===== src/rtl/sync_fifo_ctl_if.sv =====
// Handshake bundle for sync_fifo_ctl: producer/consumer side (master) and FIFO side (slave).
interface sync_fifo_ctl_if #(
  parameter int unsigned FIFO_WIDTH_Bit = 16,
  parameter int unsigned FIFO_DEPTH_Bit = 4
);
  logic                      wr_en;
  logic [FIFO_WIDTH_Bit-1:0] wr_data;
  logic                      wr_full;
  logic                      almost_full;
  logic                      overflow;
  logic                      rd_en;
  logic [FIFO_WIDTH_Bit-1:0] rd_data;
  logic                      rd_valid;
  logic                      rd_empty;
  logic                      almost_empty;
  logic                      underflow;
  logic [FIFO_DEPTH_Bit:0]   data_count;

  modport master (
    output wr_en, wr_data, rd_en,
    input  wr_full, almost_full, overflow, rd_data, rd_valid,
           rd_empty, almost_empty, underflow, data_count
  );

  modport slave (
    input  wr_en, wr_data, rd_en,
    output wr_full, almost_full, overflow, rd_data, rd_valid,
           rd_empty, almost_empty, underflow, data_count
  );
endinterface


===== src/rtl/sync_fifo_ctl.sv =====
// Single-clock FIFO with occupancy count, programmable almost flags, sticky error
// flags, synchronous flush and selectable standard / first-word-fall-through read.
module sync_fifo_ctl #(
  parameter int unsigned FIFO_WIDTH_Bit = 16,
  parameter int unsigned FIFO_DEPTH_Bit = 4,
  parameter int unsigned AFULL_TH       = 14,
  parameter int unsigned AEMPTY_TH      = 2,
  parameter int unsigned FWFT           = 0
) (
  input  logic           clk,
  input  logic           rst_n,
  input  logic           clr,
  sync_fifo_ctl_if.slave bus
);
  localparam int unsigned DEPTH = 2 ** FIFO_DEPTH_Bit;
  localparam int unsigned AW    = FIFO_DEPTH_Bit;
  localparam int unsigned CW    = FIFO_DEPTH_Bit + 1;

  typedef logic [CW-1:0] ptr_t;

  localparam ptr_t ONE  = ptr_t'(1);
  localparam ptr_t AF_C = ptr_t'(AFULL_TH);
  localparam ptr_t AE_C = ptr_t'(AEMPTY_TH);

  if (AFULL_TH <= AEMPTY_TH) begin : g_bad_threshold
    $error("sync_fifo_ctl: AFULL_TH must be greater than AEMPTY_TH");
  end

  logic [FIFO_WIDTH_Bit-1:0] mem [DEPTH];

  ptr_t                      wr_ptr, rd_ptr, count;
  ptr_t                      wr_ptr_n, rd_ptr_n, count_n;
  logic                      full, empty, afull, aempty;
  logic                      ovf, unf, rvalid;
  logic                      wr_acc, rd_acc;
  logic [FIFO_WIDTH_Bit-1:0] rdata;

  // Acceptance uses the flags registered at the start of the cycle.
  always_comb begin
    wr_acc   = bus.wr_en && !full;
    rd_acc   = bus.rd_en && !empty;
    wr_ptr_n = wr_acc ? wr_ptr + ONE : wr_ptr;
    rd_ptr_n = rd_acc ? rd_ptr + ONE : rd_ptr;
    count_n  = count;
    if (wr_acc && !rd_acc) begin
      count_n = count + ONE;
    end else if (!wr_acc && rd_acc) begin
      count_n = count - ONE;
    end
  end

  always_ff @(posedge clk or negedge rst_n) begin
    if (!rst_n) begin
      wr_ptr <= '0;
      rd_ptr <= '0;
      count  <= '0;
      full   <= 1'b0;
      empty  <= 1'b1;
      afull  <= 1'b0;
      aempty <= 1'b1;
      ovf    <= 1'b0;
      unf    <= 1'b0;
      rvalid <= 1'b0;
      rdata  <= '0;
    end else if (clr) begin
      wr_ptr <= '0;
      rd_ptr <= '0;
      count  <= '0;
      full   <= 1'b0;
      empty  <= 1'b1;
      afull  <= 1'b0;
      aempty <= 1'b1;
      ovf    <= 1'b0;
      unf    <= 1'b0;
      rvalid <= 1'b0;
    end else begin
      wr_ptr <= wr_ptr_n;
      rd_ptr <= rd_ptr_n;
      count  <= count_n;
      full   <= (wr_ptr_n[CW-1] != rd_ptr_n[CW-1]) &&
                (wr_ptr_n[AW-1:0] == rd_ptr_n[AW-1:0]);
      empty  <= (wr_ptr_n == rd_ptr_n);
      afull  <= (count_n >= AF_C);
      aempty <= (count_n <= AE_C);
      if (bus.wr_en && full) ovf <= 1'b1;
      if (bus.rd_en && empty) unf <= 1'b1;
      rvalid <= rd_acc;
      if (rd_acc) rdata <= mem[rd_ptr[AW-1:0]];
    end
  end

  // Storage is not reset; gating on rst_n keeps a write off the reset edge.
  always_ff @(posedge clk) begin
    if (rst_n && !clr && wr_acc) begin
      mem[wr_ptr[AW-1:0]] <= bus.wr_data;
    end
  end

  // In FWFT mode rdata keeps the last popped word, shown while the FIFO is empty.
  assign bus.rd_data      = ((FWFT != 0) && !empty) ? mem[rd_ptr[AW-1:0]] : rdata;
  assign bus.rd_valid     = (FWFT != 0) ? !empty : rvalid;
  assign bus.wr_full      = full;
  assign bus.rd_empty     = empty;
  assign bus.almost_full  = afull;
  assign bus.almost_empty = aempty;
  assign bus.overflow     = ovf;
  assign bus.underflow    = unf;
  assign bus.data_count   = count;
endmodule


===== src/flat_wrapper.sv =====
// flat-port wrapper written by rule: the top's interface ports become plain ports
module sync_fifo_ctl_flat 
#(
  parameter int unsigned FIFO_WIDTH_Bit = 16,
  parameter int unsigned FIFO_DEPTH_Bit = 4,
  parameter int unsigned AFULL_TH       = 14,
  parameter int unsigned AEMPTY_TH      = 2,
  parameter int unsigned FWFT           = 0
)
  (clk, rst_n, clr, bus_wr_en, bus_wr_data, bus_rd_en, bus_wr_full, bus_almost_full, bus_overflow, bus_rd_data, bus_rd_valid, bus_rd_empty, bus_almost_empty, bus_underflow, bus_data_count);
  sync_fifo_ctl_if #(.FIFO_WIDTH_Bit(FIFO_WIDTH_Bit), .FIFO_DEPTH_Bit(FIFO_DEPTH_Bit)) bus_i ();
  input  logic clk;
  input  logic rst_n;
  input  logic clr;
  input wire logic [$bits(bus_i.wr_en)-1:0] bus_wr_en;
  input wire logic [$bits(bus_i.wr_data)-1:0] bus_wr_data;
  input wire logic [$bits(bus_i.rd_en)-1:0] bus_rd_en;
  output wire logic [$bits(bus_i.wr_full)-1:0] bus_wr_full;
  output wire logic [$bits(bus_i.almost_full)-1:0] bus_almost_full;
  output wire logic [$bits(bus_i.overflow)-1:0] bus_overflow;
  output wire logic [$bits(bus_i.rd_data)-1:0] bus_rd_data;
  output wire logic [$bits(bus_i.rd_valid)-1:0] bus_rd_valid;
  output wire logic [$bits(bus_i.rd_empty)-1:0] bus_rd_empty;
  output wire logic [$bits(bus_i.almost_empty)-1:0] bus_almost_empty;
  output wire logic [$bits(bus_i.underflow)-1:0] bus_underflow;
  output wire logic [$bits(bus_i.data_count)-1:0] bus_data_count;
  assign bus_i.wr_en = bus_wr_en;
  assign bus_i.wr_data = bus_wr_data;
  assign bus_i.rd_en = bus_rd_en;
  assign bus_wr_full = bus_i.wr_full;
  assign bus_almost_full = bus_i.almost_full;
  assign bus_overflow = bus_i.overflow;
  assign bus_rd_data = bus_i.rd_data;
  assign bus_rd_valid = bus_i.rd_valid;
  assign bus_rd_empty = bus_i.rd_empty;
  assign bus_almost_empty = bus_i.almost_empty;
  assign bus_underflow = bus_i.underflow;
  assign bus_data_count = bus_i.data_count;
  sync_fifo_ctl #(.FIFO_WIDTH_Bit(FIFO_WIDTH_Bit), .FIFO_DEPTH_Bit(FIFO_DEPTH_Bit), .AFULL_TH(AFULL_TH), .AEMPTY_TH(AEMPTY_TH), .FWFT(FWFT)) u_core (.clk(clk), .rst_n(rst_n), .clr(clr), .bus(bus_i));
endmodule

===== config.mk =====
export PLATFORM = sky130hd
export DESIGN_NAME = sync_fifo_ctl_flat
export DESIGN_NICKNAME = d
export VERILOG_FILES = /design/src/rtl/sync_fifo_ctl_if.sv /design/src/rtl/sync_fifo_ctl.sv /design/src/flat_wrapper.sv
export SDC_FILE = /design/constraint.sdc
export NUM_CORES = 1
export LEC_CHECK = 0
export BUFFER_PORTS_ARGS = -buffer_cell sky130_fd_sc_hd__buf_4
export CORE_MARGIN = 2
export CORE_UTILIZATION = 59
export CTS_CLUSTER_DIAMETER = 120
export DETAILED_ROUTE_END_ITERATION = 8
export GPL_TIMING_DRIVEN = 0
export MAX_ROUTING_LAYER = met4
export PLACE_DENSITY_LB_ADDON = 0.12
export SLEW_MARGIN = 40
export SYNTH_ARGS = -nofsm -noshare
export SYNTH_HDL_FRONTEND = slang
export SYNTH_SLANG_ARGS = --single-unit

===== constraint.sdc =====
create_clock -name clk -period 4.66 [get_ports clk]
set_clock_uncertainty 0.05 [all_clocks]
set_input_delay 0.233 -clock clk [delete_from_list [all_inputs] [get_ports clk]]
set_output_delay 0.233 -clock clk [all_outputs]
set_load 0.03 [all_outputs]

==> results.toml, run 1 <==
[hold_path]
min_path_type = "primary input to asynchronous set/reset pin"

[clocking]
cts_made_buffers = 29
cts.reportedPaths.clkPinSlew_ns = 0.06
clockBufferDepth = 3
clkLatencyLatePin_ns = 0.53
cts-resized-gates = 0
h-tree-depth = 1
cts_tree = "yes"
post_cts_buffers = 0
cts.sinks = 294
cts-root-buf = "clkbuf_16"

[global_routing]
antenna_found_initial = 0
grt_max_degree = 40
grt_usage_pct = 25.3
overflow = 0
grt_pass1_vias = 6088
grt_pass1_wl_um = 36600

[die]
start_util_pct = 59.6
num_io_pins = 49
die_x_um = 144
dieArea_um2 = 20600
num_rows = 51
die_h_um = 144
coreArea_um2 = 19300

[pwr]
vdd_ir_drop_max_v = 0.000364
finalPower_mw = 6.35
p_per_area_nw_per_um2 = 463
p_leak_nw = 4.73

[synth]
synth_fp_nets = 598
ys.flop_type = "edfxtp_1"
ys_seq_elements = 294
synth-edff-count = 256
synth_area_leaders = "edfxtp_1 67%, mux4_2 13%, dfrtp_1 7.8%, a221oi_2 2.1%, a22o_1 1.2%"
postSynth.asyncResetShare_pct = 12.9
synth_fa_ha_area_share_pct = 0.762
muxShareOfSynthArea_pct = 12.7
synth_top_area_share_pct = 66.9
yosys.area.top_type = "edfxtp_1"
synth-compound-area-share_pct = 4.75
netlist_area_um2 = 11500
synth_top_family_by_area = "multiplexers"
syn_inst = 570
ys_warn_count = 0
yosys.area_share.simple_pct = 3.39
synth.avg_cell_area_um2 = 20.2
yosys.area_share.xor_xnor_pct = 1.37
yosysUniqueCellTypes = 39
seq_area_frac_synth_pct = 75.2

[worst_setup_path]
cp-startpoint = "u_core.rd_ptr[1]$_DFF_PN0_"
crit_path_end_kind = "register"
worstPathMaxFanout = 10
crit_type = "register to register"
rr_startpoint = "u_core.rd_ptr[1]$_DFF_PN0_"
cp.arrival_ns = 2.83
worstPathRequired_ns = 5.01
critPathLaunchType = "register"

[place]
preCtsSetupSlack_ns = 2.19
place.gp.congestion = 0.840
postPlaceCellArea_um2 = 12500
place_inst = 902
portBuffers = 48
dp_hpwl_um = 15800

[finish]
utilization_pct = 71.2
final_net_count = 716
final_cells = 976
fill_cells = 1177
seq_area_um2 = 8640
multi_input_area_um2 = 2750
post_route_cells_drive_above_1_share_pct = 32.5
syn_to_final_growth_pct = 19.5
num_antenna_cells = 0
fin_area_um2 = 13700

[timing]
max_freq_mhz = 403
worst_pin_slew_ns = 0.833
setup_viol = 0
whs_ns = 0.169
hold_viol = 0
setup_tns_ns = 0
timing.slew.headroom_pct = 44.5
finalCritPeriodShare_pct = 53.2
fin_crit_ns = 2.48
timing.final.ws_setup_ns = 2.18
rsz0062_at_grt = "false"
slew_viol_final = 0

[route]
drt_iter0_drc = 547
detail_route.vias_per_cell = 6.06
wl_per_cell_um = 24.9
ant_nets = 0
routed_wl_um = 24300
dr.pass1.iters = 8
drc = 0
vias = 5917

[outcome]
status = "complete, no violations"

[run]
cap_viol_max_count = 0
## layout make-up
| cell class | instances | share of cell area, % |
|---|---|---|
| Buffer | 31 | 1.31 |
| Clock buffer | 34 | 5.89 |
| Clock inverter | 20 | 1.56 |
| Inverter | 7 | 0.191 |
| Multi-Input combinational cell | 238 | 20.0 |
| Sequential cell | 294 | 62.9 |
| Tap cell | 265 | 2.42 |
| Timing Repair Buffer | 87 | 5.65 |
## cell families after synthesis
| group | after synthesis |
|---|---|
| and+or+nand+nor | 86 |
| DFF | 294 |
| buffers and inverters | 38 |
| AOI/OAI and AO/OA | 61 |
| xor gates and xnor gates | 18 |
| muxes | 66 |
| adders and majority gates | 7 |
## synth_stat cells, drive strengths merged, types with 2 or more instances
cell type / count
buf: 16
nand2: 25
nor2b: 4
mux4: 64
o22ai: 2
o21ai: 17
a221oi: 16
nand3b: 2
clkbuf: 15
nor2: 33
dfrtp: 36
nor3: 6
nand4: 2
nand3: 4
a22o: 16
mux2i: 2
ha: 7
dfstp: 2
a21oi: 5
inv: 7
and2: 2
xnor2: 9
xor2: 9
edfxtp: 256
nand2b: 4
## registers in the layout, indices dropped and copies added, names as in the netlist
register and flops:
u_core.bus.almost_empty 1, u_core.bus.almost_full 1, u_core.bus.rd_data 16, u_core.wr_ptr 5
u_core.bus.underflow 1, u_core.rd_ptr 5, u_core.bus.rd_valid 1, u_core.bus.overflow 1
u_core.bus.data_count 5, u_core.bus.wr_full 1, u_core.bus.rd_empty 1, u_core.mem 256
## repair_timing
item,4_1_cts,5_1_grt
setup endpoints to repair,0,0
endpoints found under the hold margin,298,0
hold buffers,20,0
## worst paths after layout
| check | slack [ns] | cells past startpoint | endpoint |
|---|---|---|---|
| hold / removal | 0.17 | 2 | u_core.bus.data_count[0]$_DFF_PN0_ |
| setup reg to reg | 2.18 | 5 | u_core.bus.rd_data[6]$_DFFE_PN0P_ |
| min in group clk | 0.44 | 2 | u_core.bus.rd_data[5]$_DFFE_PN0P_ |
| hold reg to reg | 0.44 | 2 | u_core.bus.rd_data[5]$_DFFE_PN0P_ |
| setup / recovery | 2.18 | 5 | u_core.bus.rd_data[6]$_DFFE_PN0P_ |
| max in group asynchronous | 4.00 | 2 | u_core.bus.almost_empty$_DFF_PN1_ |
## critical path, stage by stage, from the launching register on
cell and delay (ns):
dfrtp_1 0.45, buf_2 0.33, clkbuf_1 0.62, mux4_2 0.45, a221oi_2 0.35, o21ai_1 0.09
## power by group
group | switching, mW | total, mW | internal, mW
logic | 0.513 | 0.894 | 0.381
clock network | 0.959 | 2.43 | 1.47
registers | 0.0679 | 3.03 | 2.96
## layout by cell type, fill, tap and decap left out, drive strengths merged, types with 4 or more instances in the layout
cell type,n
edfxtp,256
buf,83
mux4,64
clkbuf,49
dfrtp,36
nor2,33
nand2,25
dlygate4sd3,20
o21ai,17
a22o,16
a221oi,16
clkinv,12
xnor2,9
xor2,9
inv,9
ha,7
nor3,6
a21oi,5
nor2b,4
nand2b,4
nand3,4
bufinv,4
## metal layers
layer	global-route usage [%]	routed length, um
met5	-	0
met4	6.40	357
met3	3.73	1860
met2	40.9	12100
met1	34.6	9930
No activity file was read; power rests on OpenSTA's default activity.
==> run 2: changes to the inputs <==
==> constraint.sdc (replaced) <==
create_clock -name clk -period 2.4 [get_ports clk]
set_clock_uncertainty 0.05 [all_clocks]
set_input_delay 0.12 -clock clk [delete_from_list [all_inputs] [get_ports clk]]
set_output_delay 0.12 -clock clk [all_outputs]
set_load 0.03 [all_outputs]
==> results.toml, run 2 (synthesis gave the netlist of run 1 again) <==
[global_routing]
grt_pass1_vias = 6037
grt_pass1_wl_um = 36800
grt_max_degree = 40
antenna_found_initial = 0
overflow = 0
grt_usage_pct = 25.3

[hold_path]
min_path_type = "primary input to asynchronous set/reset pin"

[worst_setup_path]
rrSetupSlack_ns = 0.13
rr_startpoint = "u_core.bus.wr_full$_DFF_PN0_"
crit_type = "register to register"
r2r_end = "u_core.mem[1][15]$_DFFE_PP_"
worstPathMaxFanout = 9
crit_path_end_kind = "register"
worstPathRequired_ns = 2.59
critPathLaunchType = "register"
cp.arrival_ns = 2.46
reg2reg_depth = 6

[die]
die_h_um = 144
die_x_um = 144
num_io_pins = 49
start_util_pct = 59.6
num_rows = 51
dieArea_um2 = 20600
coreArea_um2 = 19300

[place]
place.gp.congestion = 0.855
dp_hpwl_um = 15400
postPlaceCellArea_um2 = 12600
portBuffers = 48

[run]
cap_viol_max_count = 0

[finish]
largest_reg_flops = 256
fin_area_um2 = 13900
final_cell_mix = "256 x edfxtp_1, 64 x mux4_2, 58 x buf_4, 36 x dfrtp_1, 29 x clkbuf_16"
utilization_pct = 71.9
num_antenna_cells = 0
post_route_cells_drive_above_1_share_pct = 32.3
final_net_count = 718
syn_to_final_growth_pct = 20.7
mostFrequentLayoutCell = "edfxtp_1"

[timing]
setup_viol = 0
fin_crit_ns = 2.27
worst_pin_slew_ns = 0.758
hold_viol = 0
rsz0062_at_grt = "false"
slew_viol_final = 0
max_freq_mhz = 440
finalCritPeriodShare_pct = 94.8
timing.slew.headroom_pct = 49.5

[clocking]
cts-root-buf = "clkbuf_16"
cts_tree = "yes"
cts_made_buffers = 29
clockBufferDepth = 3
clkLatencyLatePin_ns = 0.54
cts.reportedPaths.clkPinSlew_ns = 0.06
cts.sinks = 294
h-tree-depth = 1

[route]
vias = 5963
detail_route.vias_per_cell = 6.10
wl_per_cell_um = 24.9
ant_nets = 0
drc = 0
dr.pass1.iters = 7
routed_wl_um = 24300
drt_iter0_drc = 663

[pwr]
p_leak_nw = 4.75
p_per_area_nw_per_um2 = 874
vdd_ir_drop_max_v = 0.000598

[outcome]
status = "complete, no violations"
run 2: cell types whose count changed in the layout (fill, tap and decap cells not counted), sizes merged:
| cell | delta |
|---|---|
| inv | -1 |
| clkinvlp | -2 |
| clkbuf | +10 |
| clkinv | -6 |
| buf | +3 |
| bufinv | -2 |
run 2: through the flow:
stage	total power [mW]	TNS (ns)	hold slack, ns	cells	worst slack [ns]
2_1_floorplan	7.09	0	-0.226	570	0.0823
3_3_place_gp	7.65	-141.12	0.0635	883	-0.668
3_5_place_dp	7.71	-2.72	0.0755	899	-0.102
4_1_cts	12.2	0	0.0543	977	0.0171
5_1_grt	12.5	0	0.0998	978	0.00849
6_report	12.1	0	0.0569	978	0.125
run 2: how the worst max path moves through the flow:
stage / startpoint / end / slack (ns) / depth (start not counted)
global placement: u_core.bus.wr_full$_DFF_PN0_ / u_core.mem[7][11]$_DFFE_PP_ / -0.67 / 5
floorplan: u_core.bus.wr_full$_DFF_PN0_ / u_core.mem[12][0]$_DFFE_PP_ / 0.08 / 5
global route: u_core.bus.wr_full$_DFF_PN0_ / u_core.mem[1][3]$_DFFE_PP_ / 0.008 / 6
detailed placement: u_core.bus.wr_full$_DFF_PN0_ / u_core.mem[1][11]$_DFFE_PP_ / -0.10 / 6
finish: u_core.bus.wr_full$_DFF_PN0_ / u_core.mem[1][15]$_DFFE_PP_ / 0.13 / 6
CTS: u_core.rd_ptr[1]$_DFF_PN0_ / u_core.bus.rd_data[8]$_DFFE_PN0P_ / 0.02 / 5
run 2: timing repair:
item                       in CTS  in global routing
pin swaps                       4                  0
hold buffers                   20                  0
setup buffers                   6                  0
hold endpoints to repair      300                  0
setup endpoints to repair      33                 14
resized for setup               0                  5
run 2: layer usage:
| layer | track usage, % | vias to the layer above | wire, um |
|---|---|---|---|
| li1 | - | 2550 | - |
| met5 | - | - | 0 |
| met1 | 36.1 | 3141 | 10200 |
| met4 | 5.93 | 0 | 455 |
| met3 | 2.93 | 38 | 1510 |
| met2 | 40.3 | 234 | 12100 |
run 2: area by class of cell:
type | instances | area, um^2
timing repair buffer | 91 | 951
buffer | 29 | 176
sequential | 294 | 8640
multi-input combinational | 238 | 2780
tap | 265 | 332
fill | 1167 | 5410
inverter | 7 | 26.3
clock buffer | 45 | 866
clock inverter | 9 | 95.1
run 2: worst max-delay path, stage by stage, from the launching register on:
cell and delay, ns:
dfrtp_1 0.42, nor2b_1 0.12, buf_2 0.23, and3_1 0.26, nand2_1 0.33, nor3_4 0.35
buf_4 0.23
run 2: where the power goes:
group | leakage, nW | switching, mW | internal, mW | total (mW)
combinational | 1.48 | 1.01 | 0.745 | 1.75
sequential | 2.80 | 0.131 | 5.75 | 5.89
clock | 0.474 | 1.80 | 2.68 | 4.48
